==> src/rtl/ps2_key_commander.sv <==
// ps2_key_commander
//   Receives PS/2 keyboard frames, decodes make/break/extended scancodes and
//   turns them into clean sequencer UI controls. Key auto-repeat is suppressed,
//   so every physical key press produces exactly one action.
//
// Ports
//   CLOCK_50        in   system clock (50 MHz)
//   nReset          in   asynchronous active-low reset
//   PS2_CLK         in   keyboard clock (asynchronous)
//   PS2_DAT         in   keyboard data (asynchronous)
//   Direction[3:0]  out  one-hot move pulse: UP=0001 DOWN=0010 LEFT=0100 RIGHT=1000
//   Command         out  one-cycle draw/toggle pulse (Space)
//   start_playback  out  one-cycle playback start pulse (Enter while stopped)
//   play_enable     out  playback level (set by Enter, cleared by Esc)
//   rx_error        out  one-cycle pulse when a frame is discarded
module ps2_key_commander #(
  parameter int FILTER_LEN     = 8,
  parameter int TIMEOUT_CYCLES = 50000
) (
  input  logic       CLOCK_50,
  input  logic       nReset,
  input  logic       PS2_CLK,
  input  logic       PS2_DAT,
  output logic [3:0] Direction,
  output logic       Command,
  output logic       start_playback,
  output logic       play_enable,
  output logic       rx_error
);

  localparam int FW = $clog2(FILTER_LEN + 1);
  localparam int TW = $clog2(TIMEOUT_CYCLES + 1);

  typedef enum logic [1:0] {RX_IDLE, RX_DATA, RX_PARITY, RX_STOP} rx_state_t;
  typedef enum logic [1:0] {DEC_IDLE, DEC_EXT, DEC_BREAK, DEC_EXT_BREAK} dec_state_t;

  // Held-flag indices; arrows share their index with the Direction bit.
  localparam logic [2:0] K_UP    = 3'd0;
  localparam logic [2:0] K_DOWN  = 3'd1;
  localparam logic [2:0] K_LEFT  = 3'd2;
  localparam logic [2:0] K_RIGHT = 3'd3;
  localparam logic [2:0] K_SPACE = 3'd4;
  localparam logic [2:0] K_ENTER = 3'd5;
  localparam logic [2:0] K_ESC   = 3'd6;
  localparam logic [2:0] K_NONE  = 3'd7;

  function automatic logic [2:0] key_index(input logic ext, input logic [7:0] code);
    key_index = K_NONE;
    if (ext) begin
      case (code)
        8'h75:   key_index = K_UP;
        8'h72:   key_index = K_DOWN;
        8'h6B:   key_index = K_LEFT;
        8'h74:   key_index = K_RIGHT;
        default: key_index = K_NONE;
      endcase
    end else begin
      case (code)
        8'h29:   key_index = K_SPACE;
        8'h5A:   key_index = K_ENTER;
        8'h76:   key_index = K_ESC;
        default: key_index = K_NONE;
      endcase
    end
  endfunction

  logic          ps2c_s1_q, ps2c_s1_d, ps2c_s2_q, ps2c_s2_d;
  logic          ps2d_s1_q, ps2d_s1_d, ps2d_s2_q, ps2d_s2_d;
  logic          filt_clk_q, filt_clk_d, filt_prev_q, filt_prev_d;
  logic [FW-1:0] filt_cnt_q, filt_cnt_d;
  logic          fall;
  rx_state_t     rx_state_q, rx_state_d;
  logic [2:0]    bit_cnt_q, bit_cnt_d;
  logic          par_q, par_d;
  logic [TW-1:0] to_cnt_q, to_cnt_d;
  logic [7:0]    shift_q, shift_d, byte_q, byte_d;
  logic          byte_valid_q, byte_valid_d;
  logic          rx_err_q, rx_err_d;
  dec_state_t    dec_state_q, dec_state_d;
  logic [6:0]    held_q, held_d;
  logic [3:0]    dir_q, dir_d;
  logic          cmd_q, cmd_d, start_q, start_d, play_q, play_d;
  logic          ext_mode, brk_mode;
  logic [2:0]    key;

  // Stage 0: synchronizers, clock glitch filter, falling-edge detect
  always_comb begin
    ps2c_s1_d   = PS2_CLK;
    ps2c_s2_d   = ps2c_s1_q;
    ps2d_s1_d   = PS2_DAT;
    ps2d_s2_d   = ps2d_s1_q;
    filt_clk_d  = filt_clk_q;
    filt_cnt_d  = '0;
    filt_prev_d = filt_clk_q;
    // The counter only runs while the sampled clock disagrees with the filtered
    // level, so any agreeing sample restarts the qualification window.
    if (ps2c_s2_q != filt_clk_q) begin
      if (filt_cnt_q == FW'(FILTER_LEN - 1)) filt_clk_d = ~filt_clk_q;
      else                                   filt_cnt_d = filt_cnt_q + FW'(1);
    end
  end

  assign fall = filt_prev_q & ~filt_clk_q;

  // Stage 1: frame receiver
  always_comb begin
    rx_state_d   = rx_state_q;
    bit_cnt_d    = bit_cnt_q;
    par_d        = par_q;
    to_cnt_d     = to_cnt_q;
    shift_d      = shift_q;
    byte_d       = byte_q;
    byte_valid_d = 1'b0;
    rx_err_d     = 1'b0;
    if (rx_state_q == RX_IDLE || fall) begin
      to_cnt_d = '0;
    end else if (to_cnt_q == TW'(TIMEOUT_CYCLES - 1)) begin
      to_cnt_d   = '0;
      rx_state_d = RX_IDLE;
      rx_err_d   = 1'b1;
    end else begin
      to_cnt_d = to_cnt_q + TW'(1);
    end
    if (fall) begin
      case (rx_state_q)
        RX_IDLE: begin
          // A high data bit here is line noise, not a start bit.
          if (!ps2d_s2_q) begin
            rx_state_d = RX_DATA;
            bit_cnt_d  = 3'd0;
            par_d      = 1'b0;
          end
        end
        RX_DATA: begin
          shift_d   = {ps2d_s2_q, shift_q[7:1]};
          par_d     = par_q ^ ps2d_s2_q;
          bit_cnt_d = bit_cnt_q + 3'd1;
          if (bit_cnt_q == 3'd7) rx_state_d = RX_PARITY;
        end
        RX_PARITY: begin
          par_d      = par_q ^ ps2d_s2_q;
          rx_state_d = RX_STOP;
        end
        default: begin
          rx_state_d = RX_IDLE;
          if (par_q && ps2d_s2_q) begin
            byte_valid_d = 1'b1;
            byte_d       = shift_q;
          end else begin
            rx_err_d = 1'b1;
          end
        end
      endcase
    end
  end

  // Stage 2: scancode decoder, typematic suppression and registered outputs
  always_comb begin
    dec_state_d = dec_state_q;
    held_d      = held_q;
    dir_d       = '0;
    cmd_d       = 1'b0;
    start_d     = 1'b0;
    play_d      = play_q;
    ext_mode    = (dec_state_q == DEC_EXT) || (dec_state_q == DEC_EXT_BREAK);
    brk_mode    = (dec_state_q == DEC_BREAK) || (dec_state_q == DEC_EXT_BREAK);
    key         = key_index(ext_mode, byte_q);
    if (rx_err_q) begin
      // A lost byte may have been a prefix; never apply stale E0/F0 context.
      dec_state_d = DEC_IDLE;
    end else if (byte_valid_q) begin
      if (dec_state_q == DEC_IDLE && byte_q == 8'hE0) begin
        dec_state_d = DEC_EXT;
      end else if (byte_q == 8'hF0 && dec_state_q == DEC_IDLE) begin
        dec_state_d = DEC_BREAK;
      end else if (byte_q == 8'hF0 && dec_state_q == DEC_EXT) begin
        dec_state_d = DEC_EXT_BREAK;
      end else begin
        dec_state_d = DEC_IDLE;
        if (key != K_NONE) begin
          if (brk_mode) begin
            held_d[key] = 1'b0;
          end else if (!held_q[key]) begin
            held_d[key] = 1'b1;
            case (key)
              K_SPACE: cmd_d = 1'b1;
              K_ENTER: begin
                if (!play_q) begin
                  start_d = 1'b1;
                  play_d  = 1'b1;
                end
              end
              K_ESC:   play_d = 1'b0;
              default: dir_d[key[1:0]] = 1'b1;
            endcase
          end
        end
      end
    end
  end

  always_ff @(posedge CLOCK_50 or negedge nReset) begin
    if (!nReset) begin
      ps2c_s1_q    <= 1'b1;
      ps2c_s2_q    <= 1'b1;
      ps2d_s1_q    <= 1'b1;
      ps2d_s2_q    <= 1'b1;
      filt_clk_q   <= 1'b1;
      filt_prev_q  <= 1'b1;
      filt_cnt_q   <= '0;
      rx_state_q   <= RX_IDLE;
      bit_cnt_q    <= 3'd0;
      par_q        <= 1'b0;
      to_cnt_q     <= '0;
      byte_valid_q <= 1'b0;
      rx_err_q     <= 1'b0;
      dec_state_q  <= DEC_IDLE;
      held_q       <= '0;
      dir_q        <= '0;
      cmd_q        <= 1'b0;
      start_q      <= 1'b0;
      play_q       <= 1'b0;
    end else begin
      ps2c_s1_q    <= ps2c_s1_d;
      ps2c_s2_q    <= ps2c_s2_d;
      ps2d_s1_q    <= ps2d_s1_d;
      ps2d_s2_q    <= ps2d_s2_d;
      filt_clk_q   <= filt_clk_d;
      filt_prev_q  <= filt_prev_d;
      filt_cnt_q   <= filt_cnt_d;
      rx_state_q   <= rx_state_d;
      bit_cnt_q    <= bit_cnt_d;
      par_q        <= par_d;
      to_cnt_q     <= to_cnt_d;
      byte_valid_q <= byte_valid_d;
      rx_err_q     <= rx_err_d;
      dec_state_q  <= dec_state_d;
      held_q       <= held_d;
      dir_q        <= dir_d;
      cmd_q        <= cmd_d;
      start_q      <= start_d;
      play_q       <= play_d;
    end
  end

  // Data-only registers; their contents are qualified by byte_valid_q.
  always_ff @(posedge CLOCK_50) begin
    shift_q <= shift_d;
    byte_q  <= byte_d;
  end

  assign Direction      = dir_q;
  assign Command        = cmd_q;
  assign start_playback = start_q;
  assign play_enable    = play_q;
  assign rx_error       = rx_err_q;

endmodule

==> config.mk <==
export PLATFORM = sky130hd
export DESIGN_NAME = ps2_key_commander
export DESIGN_NICKNAME = d
export VERILOG_FILES = /design/src/rtl/ps2_key_commander.sv
export SDC_FILE = /design/constraint.sdc
export NUM_CORES = 1
export LEC_CHECK = 0
export CORE_MARGIN = 2
export CORE_UTILIZATION = 35
export DETAILED_ROUTE_END_ITERATION = 8
export HOLD_SLACK_MARGIN = 0.05
export SYNTH_ARGS = -nofsm -noshare
export SYNTH_HDL_FRONTEND = slang
export SYNTH_SLANG_ARGS = --single-unit
==> constraint.sdc <==
create_clock -name CLOCK_50 -period 2.59 [get_ports CLOCK_50]
set_clock_uncertainty 0.1 [all_clocks]
set_input_delay 0.259 -clock CLOCK_50 [delete_from_list [all_inputs] [get_ports CLOCK_50]]
set_output_delay 0.259 -clock CLOCK_50 [all_outputs]
set_load 0.01 [all_outputs]
==> qor.csv, run 1 <==
metric;value;unit
crit-path max cell delay;500;ps
power share of the clock group;34.3;%
Placer Congestion;0.8407;
total power;2.370;mW
Fmax;0.3998;GHz
area share of fa/ha/maj cells after synthesis;3.990;%
vias in the first global route;2127;
CTS tree;done;
Max-Cap Viols;0;
EDFF count, synth;16;
Distinct cells, synth;54;
RSZ-0062 raised after global routing;no;
Die X;98.65;um
Primary FF master, synth;dfrtp_1;
Worst EP required;2710;ps
DRT iter0 DRCs;86;
critical path data arrival time;2620;ps
dpl hpwl;3810;um
Multi-input gate area;1359;um^2
Final Hold Vio Count;0;
area growth from synthesis to layout;14.37;%
mux contribution to synthesized area;2.035;%
Syn Nets;291;
Core Region;8721;um^2
switch share;26.92;%
First-pass DRT Iterations;4;
synthesized instance count;277;
Clock Latency Late Sink;340;ps
combinational fraction of design power;13.7;%
H-tree Lvls;3;
Die Y;98.65;um
via density per instance;5.121;
final setup TNS;0;ps
Worst-Margin Slew;510.0;ps
Max clock buf depth;2;
final wirelength;5500;um
Critical Path Sink Type;flip-flop;
Syn Std Cell Area;3136;um^2
syn_area_per_cell;11.32;um^2
critical path's slowest cell;or4_4;
filler cell count;837;
largest family of logic cells by synthesized area;simple AND/OR/NAND/NOR gates;
slew margin rel.;66.00;%
num ports;12;
Tot GR Track Use;12.58;%
P_int;1.732;mW
cell-by-cell trace of the critical path;or4_4, or3_4, a21oi_4, o221a_2, o31ai_2, a2111oi_1;
post-synthesis compound-gate area fraction;10.97;%
die outline area;9732;um^2
cts bufs inserted;9;
crit-path max FO;6;
final slew viol count;0;
DR WL/cell;13.32;um
synth warn;0;
clock root buffer;clkbuf_8;
Rows;34;
Worst VDD drop;235.7;uV
Final Net Count;314;
layout cells sized above 1;12.79;%
outcome;completed;
crit path time final;2501;ps
buffers added on ports;11;
DRC;0;
Sink Count;66;
Leak;1.504;nW
Cell Pwr Density;660.9;nW/um^2
Clock transition at path regs;70;ps
first-pass GRT wire length;9825;um
fin crit share;96.57;%
Initial Utilization;35.95;%
Reg area;1739;um^2
critical path type;flip-flop to flip-flop;
asr flop ratio synth;75.76;%
grt ovf;0;
Simple-Gate Fraction of Synth Area;21.19;%
Synth Area in XOR/XNOR;4.749;%
sequential share of power;52.0;%
worst min path class;input pin to flip-flop;
Seq/Total Area, Yosys;55.47;%
#FFs+latches synth;66;
# diodes;0;
P_sw;0.6381;mW
Setup-failing EPs final;0;
initial antenna violation count;0;
largest net degree at the start of global routing;29;
via count;2115;
crit start category;flip-flop;
Routed Antenna Nets;0;
## synth_stat cells, drive strengths merged (3+ instances only)
cell	number	area share [%]
nand2	18	2.2
a21oi	10	2.0
nand3	14	2.2
nand4	3	0.60
nor2b	10	2.0
clkbuf	3	0.36
mux2i	3	0.96
nor4b	3	0.84
and3	12	2.4
nor2	28	3.4
dfrtp	44	35
xor2	7	2.0
nand2b	9	1.8
inv	6	0.72
o21ai	12	1.9
or4	3	0.84
xnor2	10	2.8
nor3	7	1.1
a2111oi	3	1.3
mux2	3	1.1
ha	10	4.0
a22o	4	1.1
or3	4	0.96
o31ai	4	1.1
edfxtp	16	15
dfstp	6	5.0
## power groups by stage
stage	combinational, mW	clock, mW	sequential [mW]
after detailed placement	0.331	0	1.25
after floorplan	0.243	0	1.24
after global routing	0.382	0.888	1.25
final	0.325	0.813	1.23
after global placement	0.321	0	1.25
after CTS	0.334	0.838	1.23
## placed cells by master, fill, tap and decap left out, types with 4 or more instances in the layout
master and n:
a21oi_1 9, a22o_1 4, and3_1 12, buf_4 5
clkbuf_8 9, clkdlybuf4s50_1 10, dfrtp_1 44, dfstp_2 6
edfxtp_1 16, ha_1 10, inv_1 6, nand2_1 18
nand2b_1 9, nand3_1 14, nor2_1 27, nor2b_1 9
nor3_1 7, o21ai_0 11, xnor2_1 10, xor2_1 7
## worst paths after layout
check	from	end	slack [ps]	depth (start not counted)
worst min register to register	ps2d_s1_q	ps2d_s2_q	260	0
max in group asynchronous	nReset	ps2c_s2_q	1260	3
worst min-delay path	PS2_CLK	ps2c_s1_q	210	1
min in group asynchronous	nReset	to_cnt_q[11]	320	2
worst max register to register	byte_q[7]	Direction[1]	90	6
worst max-delay path	byte_q[7]	Direction[1]	90	6
## per-layer routing
metal	up-vias	wire length, um	GRT usage (%)
met5	-	0	0
met4	0	86	6.112
met3	10	207	3.830
met2	31	2500	18.52
met1	1023	2705	16.93
li1	1051	-	-
## worst max-delay path, delay by kind of cell, from the launching register on
family,cells,cell delay (ps)
compound gates,4,950
flops,1,450
simple gates,2,870
## kinds of logic (layout without fill, tap and decap cells)
kind of cell	after synthesis	in the layout
multiplexers	6	6
XOR/XNOR	17	17
adder cells (fa/ha/maj)	10	10
flip-flops	66	66
AO/OA/AOI/OAI	46	46
buffers and inverters	11	39
AND/OR/NAND/NOR	121	121
## layout make-up
| cell class | count | share of cell area [%] |
|---|---|---|
| Sequential cell | 66 | 48.50 |
| Multi-Input combinational cell | 200 | 37.89 |
| Timing Repair Buffer | 17 | 4.257 |
| Clock buffer | 12 | 3.768 |
| Tap cell | 108 | 3.768 |
| Clock inverter | 4 | 1.186 |
| Inverter | 6 | 0.6281 |
## metrics by stage
stage | std cells | util [%] | hold slack [ps] | instance area (um^2) | setup slack (ps)
after floorplan | 277 | - | -136.6 | 3136 | 95.97
after global placement | 396 | 38.82 | 151.8 | 3386 | 118.6
after detailed placement | 396 | 38.82 | 164.7 | 3386 | 73.96
after CTS | 413 | 40.98 | 200.0 | 3573 | 66.35
after global routing | 413 | 41.12 | 197.7 | 3586 | 4.845
final | 413 | 41.12 | 213.6 | 3586 | 88.80
## what timing repair did
item                                    4_1_cts  5_1_grt
hold buffers                                  1        0
hold endpoints to repair                     22        0
gates resized for setup                       0        3
setup buffers                                 0        0
endpoints found under the setup margin        0        4
(Power assumes the default switching activity.)
==> run 2, diff against run 1 <==
--- a/config.mk
+++ b/config.mk
@@ -8,6 +8,7 @@
 export CORE_MARGIN = 2
 export CORE_UTILIZATION = 35
 export DETAILED_ROUTE_END_ITERATION = 8
+export GPL_ROUTABILITY_DRIVEN = 0
 export HOLD_SLACK_MARGIN = 0.05
 export SYNTH_ARGS = -nofsm -noshare
 export SYNTH_HDL_FRONTEND = slang
==> results of run 2 <==
Final layout, timing and power as in run 1 (identical DEF).
